**src/rtl/snn_fifo_pkg.sv**
```systemverilog
// Shared types and constants for the spike FIFO dispatch path.
// Holds the dispatcher FSM encoding and the FIFO geometry seen by software.
package snn_fifo_pkg;

  typedef enum logic [1:0] {
    IDLE     = 2'd0,
    SEND     = 2'd1,
    WAIT_RES = 2'd2,
    DONE     = 2'd3
  } dispatch_state_e;

  localparam int IN_FIFO_DEPTH  = 512;
  localparam int OUT_FIFO_DEPTH = 256;
  localparam int DATA_W         = 32;

endpackage

```
**src/rtl/fifo_dispatch_ctrl.sv**
```systemverilog
// Frame sequencer: streams cfg_num_words input words per timestep into the SNN
// core, collects one result per timestep into the output FIFO, cfg_timesteps times.
module fifo_dispatch_ctrl #(
  parameter int DATA_W = snn_fifo_pkg::DATA_W,
  parameter int WCNT_W = 10,
  parameter int TS_W   = 8
) (
  input  logic              clk,
  input  logic              rst,
  input  logic              start,
  input  logic              abort,
  input  logic [WCNT_W-1:0] cfg_num_words,
  input  logic [TS_W-1:0]   cfg_timesteps,
  input  logic              in_fifo_empty,
  input  logic [DATA_W-1:0] in_fifo_rdata,
  output logic              in_fifo_pop,
  output logic              core_valid,
  output logic [DATA_W-1:0] core_data,
  output logic              core_last,
  input  logic              core_ready,
  input  logic              res_valid,
  input  logic [DATA_W-1:0] res_data,
  output logic              res_ready,
  input  logic              out_fifo_full,
  output logic              out_fifo_push,
  output logic [DATA_W-1:0] out_fifo_wdata,
  output logic              busy,
  output logic              done,
  output logic              cfg_err,
  output logic [TS_W-1:0]   ts_index
);

  import snn_fifo_pkg::*;

  dispatch_state_e   state, state_nxt;
  logic [WCNT_W-1:0] word_cnt, num_words;
  logic [TS_W-1:0]   ts_cnt, timesteps;
  logic              cfg_zero, last_ts;

  assign cfg_zero       = (cfg_num_words == '0) || (cfg_timesteps == '0);
  assign last_ts        = (ts_cnt == timesteps - TS_W'(1));
  assign core_data      = in_fifo_rdata;
  assign out_fifo_wdata = res_data;
  assign busy           = (state != IDLE);
  assign ts_index       = ts_cnt;

  always_comb begin
    state_nxt     = state;
    core_valid    = 1'b0;
    core_last     = 1'b0;
    in_fifo_pop   = 1'b0;
    res_ready     = 1'b0;
    out_fifo_push = 1'b0;
    done          = 1'b0;
    case (state)
      IDLE: begin
        if (start && !cfg_zero) state_nxt = SEND;
      end
      SEND: begin
        core_valid  = !in_fifo_empty;
        core_last   = (word_cnt == num_words - WCNT_W'(1));
        in_fifo_pop = core_valid && core_ready;
        if (in_fifo_pop && core_last) state_nxt = WAIT_RES;
      end
      WAIT_RES: begin
        res_ready     = !out_fifo_full;
        out_fifo_push = res_valid && res_ready;
        if (out_fifo_push) state_nxt = last_ts ? DONE : SEND;
      end
      DONE: begin
        done      = 1'b1;
        state_nxt = IDLE;
      end
      default: state_nxt = IDLE;
    endcase
    // Abort overrides everything, including a done that would fire this cycle.
    if (abort) begin
      state_nxt     = IDLE;
      core_valid    = 1'b0;
      in_fifo_pop   = 1'b0;
      res_ready     = 1'b0;
      out_fifo_push = 1'b0;
      done          = 1'b0;
    end
  end

  always_ff @(posedge clk or posedge rst) begin
    if (rst) begin
      state     <= IDLE;
      word_cnt  <= '0;
      ts_cnt    <= '0;
      num_words <= '0;
      timesteps <= '0;
      cfg_err   <= 1'b0;
    end else begin
      state   <= state_nxt;
      cfg_err <= 1'b0;
      if (abort) begin
        word_cnt <= '0;
        ts_cnt   <= '0;
      end else begin
        case (state)
          IDLE: begin
            if (start && cfg_zero) begin
              cfg_err <= 1'b1;
            end else if (start) begin
              num_words <= cfg_num_words;
              timesteps <= cfg_timesteps;
              word_cnt  <= '0;
              ts_cnt    <= '0;
            end
          end
          SEND: begin
            if (in_fifo_pop) word_cnt <= core_last ? '0 : word_cnt + WCNT_W'(1);
          end
          WAIT_RES: begin
            if (out_fifo_push && !last_ts) ts_cnt <= ts_cnt + TS_W'(1);
          end
          default: ;
        endcase
      end
    end
  end

endmodule

```
**config.mk**
```make
export PLATFORM = sky130hd
export DESIGN_NAME = fifo_dispatch_ctrl
export DESIGN_NICKNAME = d
export VERILOG_FILES = /design/src/rtl/snn_fifo_pkg.sv /design/src/rtl/fifo_dispatch_ctrl.sv
export SDC_FILE = /design/constraint.sdc
export NUM_CORES = 1
export LEC_CHECK = 0
export CELL_PAD_IN_SITES_DETAIL_PLACEMENT = 1
export CELL_PAD_IN_SITES_GLOBAL_PLACEMENT = 2
export CORE_UTILIZATION = 23
export DETAILED_ROUTE_END_ITERATION = 10
export PLACE_DENSITY_LB_ADDON = 0.1
export SYNTH_ARGS = -nofsm -noshare
export SYNTH_HDL_FRONTEND = slang
export SYNTH_SLANG_ARGS = --single-unit
```
**constraint.sdc**
```tcl
create_clock -name clk -period 5.1 [get_ports clk]
set_clock_uncertainty 0.1 [all_clocks]
set_input_delay 0.765 -clock clk [delete_from_list [all_inputs] [get_ports clk]]
set_output_delay 0.765 -clock clk [all_outputs]
set_load 0.1 [all_outputs]
```
# Word-level counts from Yosys, hierarchy flattened
# Cells that the tools add are included.
# word_totals
reg_bits	39
latch_bits	0
mem_bits_rw	0
rom_bits	0
inputBits	90
out_inout_bits	80
wordCells	76
n_memories	0
# classes
add_sub_neg	4
mul	0
div	0
order_cmp	0
n_eq_ne	12
shift	0
mux	31
bitwise_logic	2
n_reduce_logical	21
# ops
operator	n
$mux W10	5
$mux W8	4
$ne A3 B3 Y1 const B	7
$pmux W10 S2	1
$pmux W8 S2	1
$mux W1	14
$reduce_and A4 Y1	3
$add A10 B1 Y10 const B	1
$eq A10 B10 Y1	1
$logic_not A10 Y1	1
$mux W2	5
$sub A10 B1 Y10 const B	1
$add A8 B1 Y8 const B	1
$eq A8 B8 Y1	1
$logic_not A8 Y1	1
$pmux W2 S4	1
$sub A8 B1 Y8 const B	1
$logic_and A1 B1 Y1	6
$reduce_bool A3 Y1	2
$eq A2 B2 Y1 const B	2
$logic_not A1 Y1	4
$reduce_and A3 Y1	1
$eq A2 B1 Y1 const B	1
$logic_not A2 Y1	1
other kinds (3)	4

# Logic depth before layout (Yosys ltp)
# logic_depth
depth_word	8
depth_mapped	11
depth_no_buf	9

# Worst setup path after synthesis
# OpenSTA, ideal clock, no wires.
# synth_timing
path_kind	flip-flop to output port
start	register num_words[0]
end	output port core_last
arrival_time_ps	3097
t_required_ps	4235
slack_ps	1138
path_stages_with_launch	7
n_path_buf	0
path_cell_list	dfrtp_1 -> or4_4 -> o21a_1 -> or2_1 -> o311ai_4 -> nand3_1 -> nor2_1
# synth_via
elab_chain_cells	3
# synth_lines
item	line_no	rtl
start: declaration	fifo_dispatch_ctrl.sv:36	logic [WCNT_W-1:0] word_cnt, num_words;
start signal: assignment	fifo_dispatch_ctrl.sv:107	num_words <= cfg_num_words;
$sub A10 B1 Y10	fifo_dispatch_ctrl.sv:61	core_last = (word_cnt == num_words - WCNT_W'(1));
$eq A10 B10 Y1	fifo_dispatch_ctrl.sv:61	
$mux W1	fifo_dispatch_ctrl.sv:55	case (state)
end: declaration	fifo_dispatch_ctrl.sv:19	output logic core_last,
# Every way passes these cells.

# Final worst setup path
# Ends and elaborated chain as after synthesis.

==> qor.log <==
[floorplanning] area of the placeable core 0.0128 mm2
[yosys] fraction of synthesis flops using an asynchronous set or reset pin 100%
[worst_setup_path] biggest cell delay along the critical path 550 ps
[global_routing] wire length of the first global-routing pass 13600 um
[cts] Resized Gates After CTS 0
[sta] Slew Limit Fails 0
[pwr] IR Drop Worst-Case VDD 0.160 mV
[cells_and_area] fraction of the core area covered by cells at the end of the flow 26.1%
[floorplanning] boundary pin count 170
[global_routing] pin count of the biggest net entering global routing 40
[placed_design] half-perimeter wire length after detailed placement 6180 um
[cells_and_area] final cell count without fillers 493
[cells_and_area] area taken by flip-flops and latches 976 um2
[global_routing] number of antenna violations at the first check in global routing 0
[worst_setup_path] largest fanout on the critical path 5
[cts] maximum root-to-sink buffer count 2
[cells_and_area] post-route standard cell area excluding fillers 0.00334 mm2
[sta] TNS Setup 0 ps
[run] MaxCap Viol Count 0
[worst_setup_path] nature of the critical path startpoint flop
[worst_setup_path] cell with the most instances on the worst path nand3_1
[global_routing] global routing usage summed across all routing layers 12.8%
[placed_design] count of placed standard cells including taps 485
[cts] clk root buf clkbuf_16
[worst_setup_path] cell with the largest stage delay on the worst path nor3b_1
[routing] Total Wirelength 8230 um
[global_routing] via count of the first global-routing pass 2419
[sta] final critical path time including I/O delays and setup 3660 ps
[floorplanning] area of the die 0.0138 mm2
[sta] slew at the pin with the worst max-slew slack 977 ps
[routing] number of vias in the routed layout 2274
[yosys] Seq/Total Area, Yosys 31.8%
[yosys] Post-synth EDFFs 0
[routing] remaining routing DRC violations 0
[cts] setup fix buffers added after clock tree synthesis 0
[global_routing] grt total ovfl 0
[yosys] net count after synthesis 438
[placed_design] Final GP Congestion 0.681
[cts] clock buffers created by TritonCTS 5
[worst_setup_path] worst setup slack for register-to-register paths 2190 ps
[pwr] power per cell area 305 mW/mm2
[cells_and_area] leading cell type in the layout, fill and taps excluded dfrtp_1
[pwr] Leak Pwr 1.29 nW
[cts] level count of the clock H-tree 2
[yosys] Top FF cell, synth dfrtp_1
[worst_setup_path] data arrival time of the critical path 2790 ps
[worst_setup_path] worst-path cell chain inv_1 > ha_1 > nor3b_1 > nand3_1 > o31a_1 > nor3_2 > nand3_1 > nor2_1 > buf_4
[worst_setup_path] type of element capturing the critical path primary output
[pwr] Final Total Pwr 0.00102 W
[cells_and_area] fraction of final layout cells sized beyond drive strength 1 15.3%
[cts] worst-skew pair later-pin latency 290 ps
[sta] relative max-transition margin 34.7%
[routing] Vias per Instance 4.61
[sta] endpoints failing hold 0
[cells_and_area] area of the multi-input gates 0.00153 mm2
[worst_setup_path] kind of critical path reg -> out
[cts] clock-pin slew on the worst setup and hold paths 60 ps
[cells_and_area] area growth from synthesis to layout 9.06%
[yosys] Syn Area/Cell 8.91 um2
[cells_and_area] total of fill cells in the finished design 1493
[floorplanning] Row Count 41
[cells_and_area] total inserted antenna cells 0
[yosys] post-synthesis cell count 344
[min_path] path category of the worst min-delay check reg -> reg
[yosys] post-synthesis instance area 0.00307 mm2
[yosys] yosys warns 0
[placed_design] cell area after placement 0.00318 mm2
[cells_and_area] number of nets in the finished design 414
[cells_and_area] commonest cells after routing, fill and taps aside 39 x dfrtp_1, 36 x clkdlybuf4s50_1, 26 x nand2_1
[sta] Fmax 0.274 GHz
[floorplanning] overall die width 117 um
[yosys] #FFs+latches synth 39
[cts] Sink Count 39
[floorplanning] initial standard-cell utilization of the core 23.9%
[sta] setup repair after global routing missed its margin false
[routing] post-detailed-route count of antenna-violating nets 0
[placed_design] number of buffers added on ports 41
[outcome] result of the run complete, no violations
[cts] number of buffers inserted for hold repair after clock tree synthesis 0
[cts] clock tree from TritonCTS built
[yosys] number of library cell types mapped by synthesis 56
[routing] routed length per placed instance 16.7 um
[routing] first drt pass iteration count 4
[floorplanning] die extent in y 117 um
[routing] drt first-iter violations 51
[sta] share of the clock period used by the worst path 71.7%
[worst_setup_path] Crit path required time 4240 ps
[sta] Final setup viols 0
-- worst max-delay path: cells and delay by family (launching register included) --
kind,cells,cell delay [ps]
AND/OR/NAND/NOR,5,1370
flip-flops,1,430
buffers and inverters,2,380
adder cells (fa/ha/maj),1,170
AO/OA/AOI/OAI,1,140
-- power breakdown --
group	internal [W]	leakage, nW	switching (W)	total (W)
clock network	0.000231	0.0838	0.000142	0.000373
registers	0.000344	0.504	0.0000560	0.000400
logic	0.000122	0.705	0.000126	0.000247
-- sequential cells by signal, indices dropped and copies added, names as in the netlist --
| signal | count |
|---|---|
| state | 2 |
| ts_index | 8 |
| cfg_err | 1 |
| timesteps | 8 |
| num_words | 10 |
| word_cnt | 10 |
-- Yosys cell counts (3+ instances only) --
library cell	count	area share (%)
xor2_1	8	2.3
nor2_1	23	2.8
o21ai_1	16	2.6
nor3_1	9	1.5
nor4_1	5	1.0
o21a_1	3	0.73
o21ai_0	4	0.65
nand2_1	26	3.2
nand3_1	19	3.1
inv_1	10	1.2
nor3b_1	3	0.73
a21oi_1	5	0.82
or2_2	4	0.82
mux2i_1	3	0.98
clkbuf_1	9	1.1
dfrtp_1	39	32
nand4_1	5	1.0
buf_4	64	16
ha_1	4	1.6
and3_1	5	1.0
nand2b_1	11	2.2
mux2_2	18	6.6
xnor2_1	10	2.9
-- metrics by stage --
step	hold slack, ps	setup WS [ps]
final	445	1440
after global routing	476	1120
after CTS	456	1320
after detailed placement	439	1520
after global placement	441	1550
after floorplan	400	1140
-- path summary, 6_finish.rpt --
check                                  start           end  depth (start not counted)
worst max-delay path            num_words[0]     core_last                          9
max in group asynchronous                rst      state[0]                          3
worst max register to register  timesteps[0]   ts_index[6]                          9
worst min-delay path            timesteps[7]  timesteps[7]                          1
worst min register to register  timesteps[7]  timesteps[7]                          1
min in group asynchronous                rst  num_words[9]                          3
-- cells by family after synthesis --
| logic type | count (synthesis) | synth area share [%] |
|---|---|---|
| xor+xnor | 19 | 5.88 |
| simple gates | 124 | 21.1 |
| compound gates | 53 | 13.8 |
| mux | 21 | 7.59 |
| fa+ha+maj | 4 | 1.63 |
| flops | 39 | 31.8 |
| buf+inv | 84 | 18.2 |
-- metal layers --
layer  vias to the layer above  routed length [um]  global-route usage, %
li1                       1087                   -                      -
met1                      1112                3860                   16.6
met2                        59                3800                   20.1
met3                        16                 432                   3.10
met4                         0                 141                   6.01
met5                         -                   0                      0
-- cell type report --
type	instances	area share, %
Tap cell	172	6.43
Clock buffer	5	3.74
Timing Repair Buffer	43	12.3
Sequential cell	39	29.2
Clock inverter	3	1.31
Multi-Input combinational cell	221	45.9
Inverter	10	1.12
Power figures use the tool's default switching activity.
